--- src/rtl/stopwatch_counter.sv ---
// stopwatch_counter: MM:SS stopwatch time base with pause and per-field adjust.
// Counters are packed BCD and visible live; the four 7-seg patterns are registered.
// Optional feature macro: STOPWATCH_LAP_EN (lap hold of the displayed value).
module stopwatch_counter #(
    parameter int MIN_MAX = 99
) (
    input  logic       clk,
    input  logic       rst,
    input  logic       one_hz_en,
    input  logic       two_hz_en,
    input  logic       pause_p,
    input  logic       adj,
    input  logic       select,
    input  logic       lap_p,
    output logic [7:0] min_bcd,
    output logic [7:0] sec_bcd,
    output logic [6:0] vec3,
    output logic [6:0] vec2,
    output logic [6:0] vec1,
    output logic [6:0] vec0
);

    localparam logic [6:0] SEG_ZERO = 7'b1000000;

    logic        paused_q, paused_d;
    logic [7:0]  min_q, min_d;
    logic [7:0]  sec_q, sec_d;
    logic [27:0] vec_q, vec_d;
    logic [15:0] disp;

    // Active-low {g,f,e,d,c,b,a}; non-decimal codes blank the digit.
    function automatic logic [6:0] seg7(input logic [3:0] d);
        case (d)
            4'd0:    seg7 = 7'b1000000;
            4'd1:    seg7 = 7'b1111001;
            4'd2:    seg7 = 7'b0100100;
            4'd3:    seg7 = 7'b0110000;
            4'd4:    seg7 = 7'b0011001;
            4'd5:    seg7 = 7'b0010010;
            4'd6:    seg7 = 7'b0000010;
            4'd7:    seg7 = 7'b1111000;
            4'd8:    seg7 = 7'b0000000;
            4'd9:    seg7 = 7'b0010000;
            default: seg7 = 7'b1111111;
        endcase
    endfunction

    // Seconds wrap 59 -> 00; the caller decides whether that carries.
    function automatic logic [7:0] sec_inc(input logic [7:0] s);
        if (s[3:0] >= 4'd9) begin
            if (s[7:4] >= 4'd5) sec_inc = 8'h00;
            else                sec_inc = {s[7:4] + 4'd1, 4'd0};
        end else begin
            sec_inc = {s[7:4], s[3:0] + 4'd1};
        end
    endfunction

    // Minutes wrap at MIN_MAX, compared in binary so any legal limit works.
    function automatic logic [7:0] min_inc(input logic [7:0] m);
        logic [7:0] bin;
        bin = 8'(m[7:4]) * 8'd10 + 8'(m[3:0]);
        if (bin >= 8'(MIN_MAX))  min_inc = 8'h00;
        else if (m[3:0] >= 4'd9) min_inc = {m[7:4] + 4'd1, 4'd0};
        else                     min_inc = {m[7:4], m[3:0] + 4'd1};
    endfunction

    // Next counter state: adjust beats pause beats run; ticks see the pre-toggle pause flag.
    always_comb begin
        min_d    = min_q;
        sec_d    = sec_q;
        paused_d = paused_q ^ pause_p;
        if (adj) begin
            if (two_hz_en) begin
                if (select) sec_d = sec_inc(sec_q);
                else        min_d = min_inc(min_q);
            end
        end else if (!paused_q && one_hz_en) begin
            sec_d = sec_inc(sec_q);
            if (sec_q == 8'h59) min_d = min_inc(min_q);
        end
    end

    // Counter and pause state.
    always_ff @(posedge clk or posedge rst) begin
        if (rst) begin
            min_q    <= 8'h00;
            sec_q    <= 8'h00;
            paused_q <= 1'b0;
        end else begin
            min_q    <= min_d;
            sec_q    <= sec_d;
            paused_q <= paused_d;
        end
    end

`ifdef STOPWATCH_LAP_EN
    logic        lap_q, lap_d;
    logic [15:0] hold_q, hold_d;

    // Lap toggles outside adjust; setting it freezes the current time in the hold register.
    always_comb begin
        lap_d  = lap_q;
        hold_d = hold_q;
        if (lap_p && !adj) begin
            lap_d = !lap_q;
            if (!lap_q) hold_d = {min_q, sec_q};
        end
    end

    // Lap flag and held time.
    always_ff @(posedge clk or posedge rst) begin
        if (rst) begin
            lap_q  <= 1'b0;
            hold_q <= 16'h0000;
        end else begin
            lap_q  <= lap_d;
            hold_q <= hold_d;
        end
    end

    // Using the next lap state makes the display switch on the edge that takes the pulse.
    assign disp = (lap_d && !adj) ? hold_d : {min_q, sec_q};
`else
    logic unused_lap;
    assign unused_lap = lap_p;
    assign disp       = {min_q, sec_q};
`endif

    // Registered segment encode of the display source.
    always_comb begin
        vec_d = {seg7(disp[15:12]), seg7(disp[11:8]), seg7(disp[7:4]), seg7(disp[3:0])};
    end

    // Segment output registers.
    always_ff @(posedge clk or posedge rst) begin
        if (rst) vec_q <= {4{SEG_ZERO}};
        else     vec_q <= vec_d;
    end

    assign min_bcd = min_q;
    assign sec_bcd = sec_q;
    assign vec3    = vec_q[27:21];
    assign vec2    = vec_q[20:14];
    assign vec1    = vec_q[13:7];
    assign vec0    = vec_q[6:0];

endmodule

--- config.mk ---
export PLATFORM = sky130hd
export DESIGN_NAME = stopwatch_counter
export DESIGN_NICKNAME = d
export VERILOG_FILES = /design/src/rtl/stopwatch_counter.sv
export SDC_FILE = /design/constraint.sdc
export NUM_CORES = 1
export LEC_CHECK = 0
export ABC_AREA = 1
export CORE_UTILIZATION = 45
export DETAILED_ROUTE_END_ITERATION = 8
export GPL_TIMING_DRIVEN = 0
export PLACE_DENSITY = 0.77
export SYNTH_ARGS = -nofsm -noshare
export SYNTH_HDL_FRONTEND = slang
export SYNTH_SLANG_ARGS = --single-unit
export TNS_END_PERCENT = 5
--- constraint.sdc ---
create_clock -name clk -period 5.3 [get_ports clk]
set_input_delay 0.53 -clock clk [delete_from_list [all_inputs] [get_ports clk]]
set_output_delay 0.53 -clock clk [all_outputs]
set_load 0.005 [all_outputs]
==> results of run 1 <==
-- synth_stat cells --
library cell / count / area [sq um]
sky130_fd_sc_hd__nand2_1: 62 / 233
sky130_fd_sc_hd__dfrtp_1: 41 / 1030
sky130_fd_sc_hd__inv_1: 40 / 150
sky130_fd_sc_hd__o21ai_0: 38 / 190
sky130_fd_sc_hd__nand3_1: 28 / 140
sky130_fd_sc_hd__ha_1: 25 / 313
sky130_fd_sc_hd__nor2_1: 16 / 60.1
sky130_fd_sc_hd__a21oi_1: 9 / 45.0
sky130_fd_sc_hd__xor2_1: 5 / 43.8
sky130_fd_sc_hd__dfstp_2: 4 / 105
sky130_fd_sc_hd__buf_4: 2 / 15.0
sky130_fd_sc_hd__fa_1: 2 / 40.0
sky130_fd_sc_hd__inv_2: 2 / 7.51
sky130_fd_sc_hd__nand2_2: 2 / 12.5
sky130_fd_sc_hd__nand4_1: 2 / 12.5
sky130_fd_sc_hd__o21a_1: 2 / 15.0
sky130_fd_sc_hd__o22ai_1: 2 / 12.5
sky130_fd_sc_hd__xnor2_1: 2 / 17.5
sky130_fd_sc_hd__a221o_2: 1 / 11.3
sky130_fd_sc_hd__buf_2: 1 / 5.00
sky130_fd_sc_hd__nand3_2: 1 / 10.0
sky130_fd_sc_hd__nor2_4: 1 / 11.3
sky130_fd_sc_hd__o211ai_1: 1 / 7.51
sky130_fd_sc_hd__o21ai_2: 1 / 8.76
sky130_fd_sc_hd__or2_2: 1 / 6.26
-- registers in the layout, indices dropped and copies added, names as in the netlist --
name      flops
min_bcd       8
paused_q      1
sec_bcd       8
vec_q        28
-- cell type report --
| cell class | instances | area [sq um] |
|---|---|---|
| multi-input combinational | 201 | 1190 |
| timing repair buffer | 51 | 520 |
| fill | 436 | 2020 |
| tap | 70 | 87.6 |
| clock buffer | 6 | 72.6 |
| buffer | 3 | 20.0 |
| sequential | 45 | 1130 |
| clock inverter | 2 | 35.0 |
| inverter | 42 | 158 |
-- power groups by stage --
stage               logic, mW  clock network (mW)  registers (mW)
finish                  0.879               0.250           0.628
CTS                     0.887               0.259           0.630
global placement        0.859                   0           0.635
detailed placement      0.882                   0           0.635
global route             1.00               0.273           0.651
floorplan               0.474                   0           0.626
-- path summary, 6_finish.rpt --
kind | from | to | slack [ns] | cells past startpoint
worst max-delay path | min_bcd[5] | min_bcd[5] | 2.66 | 14
worst min-delay path | paused_q | paused_q | 0.47 | 1
worst max register to register | min_bcd[5] | min_bcd[5] | 2.66 | 14
worst min register to register | paused_q | paused_q | 0.47 | 1
max in group asynchronous | rst | vec_q[13] | 4.43 | 3
min in group asynchronous | rst | vec_q[22] | 0.58 | 3
-- kinds of logic (layout without fill, tap and decap cells) --
family                     count (synthesis)  after routing  share of synthesized area, %
and+or+nand+nor                          113            113                          19.4
AOI/OAI and AO/OA                         54             54                          11.6
adders and majority gates                 27             27                          14.1
buffers and inverters                     45            104                          7.11
xor gates and xnor gates                   7              7                          2.45
DFF                                       45             45                          45.3
-- worst max-delay path: cells and delay by family (launching register included) --
kind	cells	cell delay, ns
adders and majority gates	3	0.97
and+or+nand+nor	10	0.92
DFF	1	0.57
buffers and inverters	1	0.06
-- per-stage QoR --
| step | cells | util [%] |
|---|---|---|
| after floorplan | 291 | - |
| after global placement | 411 | 58.9 |
| after detailed placement | 412 | 59.3 |
| after CTS | 420 | 61.4 |
| after global routing | 420 | 61.4 |
| final | 420 | 61.4 |
-- layer usage --
metal  wire (um)  vias up
li1            -     1052
met1        2200      947
met2        2350       44
met3         231        6
met4          61        0
met5           0        -
==> key figures, run 1 <==
Layout
  – Synth-to-layout area growth: 28.6%
  – Antenna Cells: 0
  – Leading cell type in the layout, fill and taps excluded: sky130_fd_sc_hd__nand2_1
  – Ratio of cells with drive above 1 in the final layout: 7.14%
  – Commonest cells after routing, fill and taps aside: sky130_fd_sc_hd__nand2_1 (62), sky130_fd_sc_hd__clkdlybuf4s50_1 (50), sky130_fd_sc_hd__dfrtp_1 (41)
  – Post-route cell area: 0.00321 sq mm
  – Final net count: between 300 and 400

Timing
  – Period utilization: between 40% and 50%
  – Post-Route Hold Slack: 0.475 ns
  – Unrepaired setup endpoints after global routing: false
  – Total setup violations reported at the end of the flow: 0
  – Final setup skew: roughly 0.011 ns
  – Accumulated negative setup slack: 0 ns
  – Relative max-transition margin: between 50% and 60%
  – Peak Freq: around 380 MHz
  – Final Slew Violations: 0
  – Time the final worst path needs with I/O delays and setup: roughly 2.6 ns
  – Slew at the pin closest to its max-slew limit: around 0.60 ns
  – Setup slack after layout: 2.66 ns
  – Hold Fails Final Rpt: 0

Setup path
  – CP max stage delay: 0.57 ns
  – Worst path required time: around 5.5 ns
  – Critical path startpoint category: register
  – Cells traversed along the worst timing path: ha_1, ha_1, inv_1, fa_1, nor2_1, nand3_1, nand2_1, nand2_1, nand2_1, nand3_1, nand3_1, nand2_1, nand2_1, nand2_1
  – CP dominant cell by count: sky130_fd_sc_hd__nand2_1
  – CP arrival: approximately 2.8 ns
  – Critical-path maximum fanout: 10
  – Crit-path slowest cell: sky130_fd_sc_hd__dfrtp_1
  – Critical Path Sink Type: register
  – Critical path class: register to register

Detailed routing
  – Drt initial violations: 92
  – Post-detailed-route wirelength per cell: approximately 12 um
  – Detailed-route vias per instance: roughly 5
  – Drt first pass iters: 4
  – Final routed wirelength across all metal layers: 4.85 mm
  – ANT nets after route: 0
  – DRC violation count after routing: 0
  – Routed via count: 2049

Global route
  – Global-route wire length before repair: between 8 and 9 mm
  – Met3 GRT Util: under 10%
  – Met1 layer usage reported by global route: between 20 and 25%
  – Vias in the first global route: 1939
  – Final global-route overflow total: 0
  – Initial antenna violation count: 0
  – Most used routing layer: met2
  – Tot GR Track Use: ~18%
  – Grt met2 use: 30.9%
  – Pin count of the biggest net entering global routing: 46

Clock tree
  – Root Buffer Master: sky130_fd_sc_hd__clkbuf_8
  – Clk_lat worst skew: ~0.30 ns
  – Hold buffer count at cts: 0
  – Clock buffer depth: 2
  – Number of H-tree levels: 2
  – TritonCTS clock tree: done
  – Count of buffers added by post-CTS timing repair for setup: 0
  – Clock transition at path regs: ~0.080 ns
  – Clock Sinks: 45
  – Resized Gates After CTS: 0
  – Clock buffer count from CTS: 5

Floorplanning
  – Std-Cell Core Area: approximately 0.0052 sq mm
  – Number of core rows: 26
  – Effective utilization at floorplan: between 40% and 50%
  – DIE AREA: just under 0.006 sq mm
  – Boundary Pins: 52
  – Die Y-Extent: 76.5 um
  – Die boundary width: 76.5 um

Yosys
  – Sequential fraction of the synthesis area: 45.3%
  – Per-instance average area after synthesis: approximately 8.6 sq um
  – Number of warnings reported in the yosys synthesis log: 0
  – Number of distinct library cells after synthesis: 25
  – Summed instance area of the synthesized netlist: ~0.0025 sq mm
  – Post-Syn Nets: around 330
  – Gate Count Post-Synth: just under 300
  – Register bit count reported by yosys: between 40 and 50

Place
  – Routability-driven placement congestion ratio: 0.825
  – HPWL after detailed placement: 3.67 mm
  – Place WS: 2.66 ns
  – Area after detailed placement: just over 0.003 sq mm
  – Number of port buffers: 50

Run
  – Max-Cap Viols: 0

Power and ir drop
  – Overall power consumption: about 1.8 mW
  – Comb pwr share: 50.0%
  – Clock group share of total power: between 10 and 15%
  – Switching power of the nets: around 660 uW
  – Switching fraction of total power: ~38%
  – Leakage power total: around 1.6 nW
  – P per Cell Area: around 550 mW/mm^2
  – Sequential power share: a little over a third
  – Cell-internal power: about 1.1 mW
  – Worst supply voltage drop on vdd: 0.000278 V

Outcome
  – Status: finished, final reports clean

Min path
  – Hold/Removal Path Class: register to register
Power figures use the tool's default switching activity.
==> inputs of run 2 (changes only) <==
==> constraint.sdc (replaced) <==
create_clock -name clk -period 2.5 [get_ports clk]
set_input_delay 0.25 -clock clk [delete_from_list [all_inputs] [get_ports clk]]
set_output_delay 0.25 -clock clk [all_outputs]
set_load 0.005 [all_outputs]
==> run 2 against run 1 <==
  * Global-route usage is 0.21 points higher
  * Combinational power grew 120%
  * Core utilization increased by 1.4 points
  * Flip-flop and latch count unchanged
  * Worst setup slack worse by 2.6 ns
  * Critical path depth down 3
  * Largest power group unchanged
  * Non-clock buffer count up 2
  * Die area unchanged
  * First-iteration DRC count up 49%
  * Register-to-register slack got worse by 2.6 ns
  * Via count up 2.4%
  * Sequential share of layout area shrank 0.73 points
==> key figures, run 2 (synthesis results as in run 1) <==
Outcome
  – Status: finished, final reports clean

Setup path
  – Worst path required time: about 2.7 ns
  – CP arrival: 2.61 ns
  – Critical Path Sink Type: register
  – Critical-path maximum fanout: 3
  – Critical path startpoint category: register
  – Critical path class: register to register

Place
  – Routability-driven placement congestion ratio: 0.825
  – Number of port buffers: 50
  – HPWL after detailed placement: roughly 3.7 mm
  – Number of placed instances with taps included: 412

Run
  – Max-Cap Viols: 0

Global route
  – Global-route wire length before repair: 8.55 mm
  – Tot GR Track Use: between 10% and 20%
  – Vias in the first global route: 1951
  – Pin count of the biggest net entering global routing: 46
  – Initial antenna violation count: 0
  – Final global-route overflow total: 0

Timing
  – Time the final worst path needs with I/O delays and setup: around 2.4 ns
  – Post-Route Hold Slack: 0.301 ns
  – Unrepaired setup endpoints after global routing: true
  – Final setup skew: roughly 0.012 ns
  – Period utilization: a little over nine tenths
  – Final Slew Violations: 0
  – Slew at the pin closest to its max-slew limit: ~0.61 ns
  – Hold Fails Final Rpt: 0
  – Peak Freq: approximately 420 MHz
  – Total setup violations reported at the end of the flow: 0
  – Relative max-transition margin: a little under 60%
  – Accumulated negative setup slack: 0 ns

Power and ir drop
  – Sequential power share: about a third
  – Worst supply voltage drop on vdd: approximately 0.00059 V
  – Switching fraction of total power: between 30% and 40%
  – Comb pwr share: around half
  – Leakage power total: 1.64 nW
  – Switching power of the nets: roughly 1.4 mW
  – Overall power consumption: roughly 3.8 mW
  – P per Cell Area: 1160 mW/mm^2
  – Clock group share of total power: between 10% and 20%
  – Cell-internal power: 2.36 mW

Layout
  – Largest register FFs: 28
  – Synth-to-layout area growth: 31.6%
  – Final net count: about 390
  – Filler instances: 426
  – Ratio of cells with drive above 1 in the final layout: around an eighth
  – Antenna Cells: 0
  – Register ranked first by flip-flop count: vec_q
  – Non-filler cells, final: roughly 420
  – Core utilization of the finished layout: 62.8%
  – Leading cell type in the layout, fill and taps excluded: sky130_fd_sc_hd__nand2_1
  – Commonest cells after routing, fill and taps aside: sky130_fd_sc_hd__nand2_1 (60), sky130_fd_sc_hd__clkdlybuf4s50_1 (50), sky130_fd_sc_hd__dfrtp_1 (39)

Floorplanning
  – Boundary Pins: 52
  – Effective utilization at floorplan: 47.7%
  – Die boundary width: between 70 and 80 um
  – Die Y-Extent: around 77 um
  – DIE AREA: 0.00585 sq mm
  – Number of core rows: 26
  – Std-Cell Core Area: around 0.0052 sq mm

Detailed routing
  – DRC violation count after routing: 0
  – Drt first pass iters: 4
  – Drt initial violations: between 100 and 150
  – Final routed wirelength across all metal layers: roughly 5.0 mm
  – Detailed-route vias per instance: 4.97
  – ANT nets after route: 0
  – Post-detailed-route wirelength per cell: roughly 12 um
  – Routed via count: approximately 2100

Clock tree
  – Clock transition at path regs: 0.09 ns
  – Root Buffer Master: sky130_fd_sc_hd__clkbuf_8
  – Clock buffer count from CTS: 5
  – Clk_lat worst skew: about 0.30 ns
  – TritonCTS clock tree: done
  – Hold buffer count at cts: 0
  – Clock buffer depth: 2
  – Number of H-tree levels: 2
  – Clock Sinks: 45

Min path
  – Hold/Removal Path Class: input port to asynchronous set/reset pin
==> run 2: per-stage QoR <==
step,area [sq um],setup slack [ns]
final,3290,0.108
after global routing,3290,-0.00868
after global placement,3090,-0.147
after floorplan,2500,0.119
after detailed placement,3110,-0.140
after CTS,3230,0.0343
==> run 2: worst paths after layout <==
path | start | end | slack (ns) | cells after the start
worst max-delay path | min_bcd[5] | min_bcd[1] | 0.11 | 11
worst min-delay path | rst | vec_q[22] | 0.30 | 3
worst max register to register | min_bcd[5] | min_bcd[1] | 0.11 | 11
worst min register to register | paused_q | paused_q | 0.48 | 1
max in group asynchronous | rst | vec_q[13] | 1.91 | 3
min in group clk | paused_q | paused_q | 0.48 | 1
==> run 2: final cells by class <==
type / count / area, sq um / area share, %
Sequential cell: 45 / 1130 / 34.5
Tap cell: 70 / 87.6 / 2.66
Clock inverter: 2 / 35.0 / 1.07
Buffer: 3 / 20.0 / 0.609
Inverter: 42 / 158 / 4.79
Clock buffer: 6 / 72.6 / 2.21
Timing Repair Buffer: 53 / 536 / 16.3
Multi-Input combinational cell: 201 / 1250 / 37.9
==> run 2: critical path, stage by stage (launching register included) <==
cell and delay [ns]:
sky130_fd_sc_hd__dfrtp_2 0.43, sky130_fd_sc_hd__ha_1 0.29, sky130_fd_sc_hd__ha_2 0.18, sky130_fd_sc_hd__inv_2 0.04, sky130_fd_sc_hd__fa_2 0.57, sky130_fd_sc_hd__inv_1 0.06, sky130_fd_sc_hd__nand3_2 0.10, sky130_fd_sc_hd__nor2_4 0.06
sky130_fd_sc_hd__xnor2_2 0.23, sky130_fd_sc_hd__nand3_4 0.12, sky130_fd_sc_hd__buf_4 0.16, sky130_fd_sc_hd__o22ai_1 0.09
==> run 2: power by group through the flow <==
stage | clock network, mW | logic [mW] | registers, mW
after floorplan | 0 | 1.00 | 1.33
after global placement | 0 | 1.82 | 1.35
after detailed placement | 0 | 1.87 | 1.35
after CTS | 0.550 | 1.92 | 1.32
after global routing | 0.579 | 2.22 | 1.37
final | 0.531 | 1.96 | 1.32
==> run 2: what timing repair did <==
action	in CTS	in global routing
pin swaps	0	8
endpoints found under the setup margin	7	8
setup buffers	1	1
resized for setup	3	15
==> run 2: per-layer routing <==
layer	part of all wire (%)	GRT usage, %	vias up
li1	-	-	1060
met3	5.5	4.19	8
met1	44	22.8	970
met4	1.8	6.35	0
met5	0	0	-
met2	48	30.8	60
==> inputs of run 3 (changes only) <==
--- a/config.mk
+++ b/config.mk
@@ -6,10 +6,10 @@
 export NUM_CORES = 1
 export LEC_CHECK = 0
 export ABC_AREA = 1
-export CORE_UTILIZATION = 45
+export CORE_UTILIZATION = 50
 export DETAILED_ROUTE_END_ITERATION = 8
 export GPL_TIMING_DRIVEN = 0
-export PLACE_DENSITY = 0.77
+export PLACE_DENSITY = 0.83
 export SYNTH_ARGS = -nofsm -noshare
 export SYNTH_HDL_FRONTEND = slang
 export SYNTH_SLANG_ARGS = --single-unit
==> run 3 against run 2 <==
  * Core utilization increased by 6.1 points
  * Global-route usage increased by 2.9 points
  * Die area decreased by 9.7%
  * Final cell count decreased by 0.95%
  * Non-clock buffer count decreased by 1
  * Total power increased by 1.9%
  * Count of clock-buffer cells in the layout increased by 1
  * Clock power increased by 7.3%
  * Clock skew increased by 0.0021 ns
  * Routed wire length increased by 4.8%
  * Flip-flop and latch count unchanged
  * First-iteration DRC count decreased by 18%
  * Critical path type unchanged
==> key figures, run 3 (synthesis results as in run 1) <==
Clock tree
  – Clock buffer count from CTS: 5
  – Clk_lat worst skew: 0.30 ns
  – Clock buffer depth: 2
  – Clock transition at path regs: about 0.090 ns
  – Hold buffer count at cts: 0
  – TritonCTS clock tree: done
  – Number of H-tree levels: 2
  – Root Buffer Master: sky130_fd_sc_hd__clkbuf_8
  – Clock Sinks: 45

Layout
  – Commonest cells after routing, fill and taps aside: sky130_fd_sc_hd__nand2_1 (61), sky130_fd_sc_hd__clkdlybuf4s50_1 (50), sky130_fd_sc_hd__dfrtp_1 (39)
  – Final net count: ~390
  – Largest register FFs: 28
  – Antenna Cells: 0
  – Filler instances: approximately 370
  – Leading cell type in the layout, fill and taps excluded: sky130_fd_sc_hd__nand2_1
  – Core utilization of the finished layout: between 60 and 70%
  – Register ranked first by flip-flop count: vec_q
  – Synth-to-layout area growth: 31.1%
  – Ratio of cells with drive above 1 in the final layout: 11.4%

Floorplanning
  – DIE AREA: ~0.0053 sq mm
  – Die boundary width: 72.7 um
  – Std-Cell Core Area: about 0.0048 sq mm
  – Die Y-Extent: roughly 73 um
  – Boundary Pins: 52
  – Number of core rows: 25
  – Effective utilization at floorplan: 52.6%

Detailed routing
  – Detailed-route vias per instance: ~5.1
  – Drt initial violations: between 100 and 150
  – DRC violation count after routing: 0
  – Post-detailed-route wirelength per cell: 12.7 um
  – ANT nets after route: 0
  – Routed via count: around 2100
  – Final routed wirelength across all metal layers: roughly 5.3 mm
  – Drt first pass iters: 4

Place
  – HPWL after detailed placement: around 3.7 mm
  – Place WS: -0.250 ns
  – Number of port buffers: 50
  – Routability-driven placement congestion ratio: 0.903

Min path
  – Hold/Removal Path Class: input port to asynchronous set/reset pin

Setup path
  – Cells traversed along the worst timing path: ha_1, ha_2, inv_2, fa_2, inv_1, nand3_2, nor2_4, xnor2_2, nand3_2, buf_6, o22ai_1
  – Critical path startpoint category: register
  – CP arrival: roughly 2.6 ns
  – Critical-path maximum fanout: 3
  – Critical path class: register to register
  – CP dominant cell by count: sky130_fd_sc_hd__nand3_2
  – Crit-path slowest cell: sky130_fd_sc_hd__fa_2
  – Critical Path Sink Type: register
  – CP max stage delay: between 0.5 and 0.6 ns
  – Worst path required time: between 2 and 3 ns

Power and ir drop
  – P per Cell Area: approximately 1200 mW/mm^2
  – Worst supply voltage drop on vdd: between 0.0006 and 0.0007 V
  – Leakage power total: 1.63 nW

Global route
  – Final global-route overflow total: 0
  – Global-route wire length before repair: 8.58 mm
  – Pin count of the biggest net entering global routing: 46
  – Tot GR Track Use: between 20% and 30%
  – Initial antenna violation count: 0
  – Vias in the first global route: 1900

Timing
  – Period utilization: 96.9%
  – Final Slew Violations: 0
  – Final setup skew: about 0.014 ns
  – Accumulated negative setup slack: 0 ns
  – Slew at the pin closest to its max-slew limit: between 0.8 and 0.9 ns
  – Total setup violations reported at the end of the flow: 0
  – Post-Route Hold Slack: 0.471 ns
  – Relative max-transition margin: about two fifths
  – Setup slack after layout: slightly below 0.08 ns
  – Peak Freq: approximately 410 MHz
  – Hold Fails Final Rpt: 0
  – Time the final worst path needs with I/O delays and setup: approximately 2.4 ns

Outcome
  – Status: finished, final reports clean

Run
  – Max-Cap Viols: 0
[run 3: cell types whose count changed in the layout (fill, tap and decap cells not counted), sizes merged]
cell    change
clkinv      -1
clkbuf      +1
buf         -1
[run 3: layout make-up]
cell class	count	area, sq um	share of cell area [%]
buffer	3	20.0	0.611
clock inverter	1	30.0	0.917
sequential	45	1130	34.6
multi-input combinational	201	1240	38.0
clock buffer	7	86.3	2.64
tap	67	83.8	2.56
timing repair buffer	52	519	15.9
inverter	42	158	4.81
[run 3: where the power goes]
part | leakage [nW] | total, mW | switching [mW] | internal [mW]
clock network | 0.0585 | 0.570 | 0.244 | 0.326
registers | 0.558 | 1.31 | 0.242 | 1.07
logic | 1.02 | 2.00 | 1.00 | 0.995
[run 3: timing repair]
item,4_1_cts,5_1_grt
resized for setup,5,14
buffers inserted,1,1
endpoints found under the setup margin,8,8
pin swaps,0,6
[run 3: layer usage]
metal	global-route usage [%]	wire length [um]	up-vias
li1	-	-	1056
met1	25.6	2330	1016
met2	37.4	2660	56
met3	3.59	185	11
met4	8.50	110	0
met5	0	0	-
[run 3: critical path: cells and delay by family (launching register included)]
| family | cells | cell delay (ns) |
|---|---|---|
| adders and majority gates | 3 | 1.05 |
| DFF | 1 | 0.43 |
| and+or+nand+nor | 3 | 0.30 |
| buffers and inverters | 3 | 0.26 |
| xor gates and xnor gates | 1 | 0.19 |
| AOI/OAI and AO/OA | 1 | 0.10 |
[run 3: path summary, 6_finish.rpt]
| check | cells after the start | to | slack (ns) | from |
|---|---|---|---|---|
| setup reg to reg | 11 | min_bcd[1] | 0.08 | min_bcd[5] |
| min in group clk | 1 | paused_q | 0.47 | paused_q |
| setup / recovery | 11 | min_bcd[1] | 0.08 | min_bcd[5] |
| max in group asynchronous | 2 | min_bcd[4] | 1.42 | rst |
| hold / removal | 2 | vec_q[22] | 0.47 | rst |
| hold reg to reg | 1 | paused_q | 0.47 | paused_q |
[run 3: metrics by stage]
step                      area (sq um)  power, mW  instances
after floorplan                   2500       2.33        291
after global placement            3080       3.15        408
after detailed placement          3080       3.21        408
after CTS                         3220       3.82        417
after global routing              3280       4.17        418
final                             3280       3.88        418
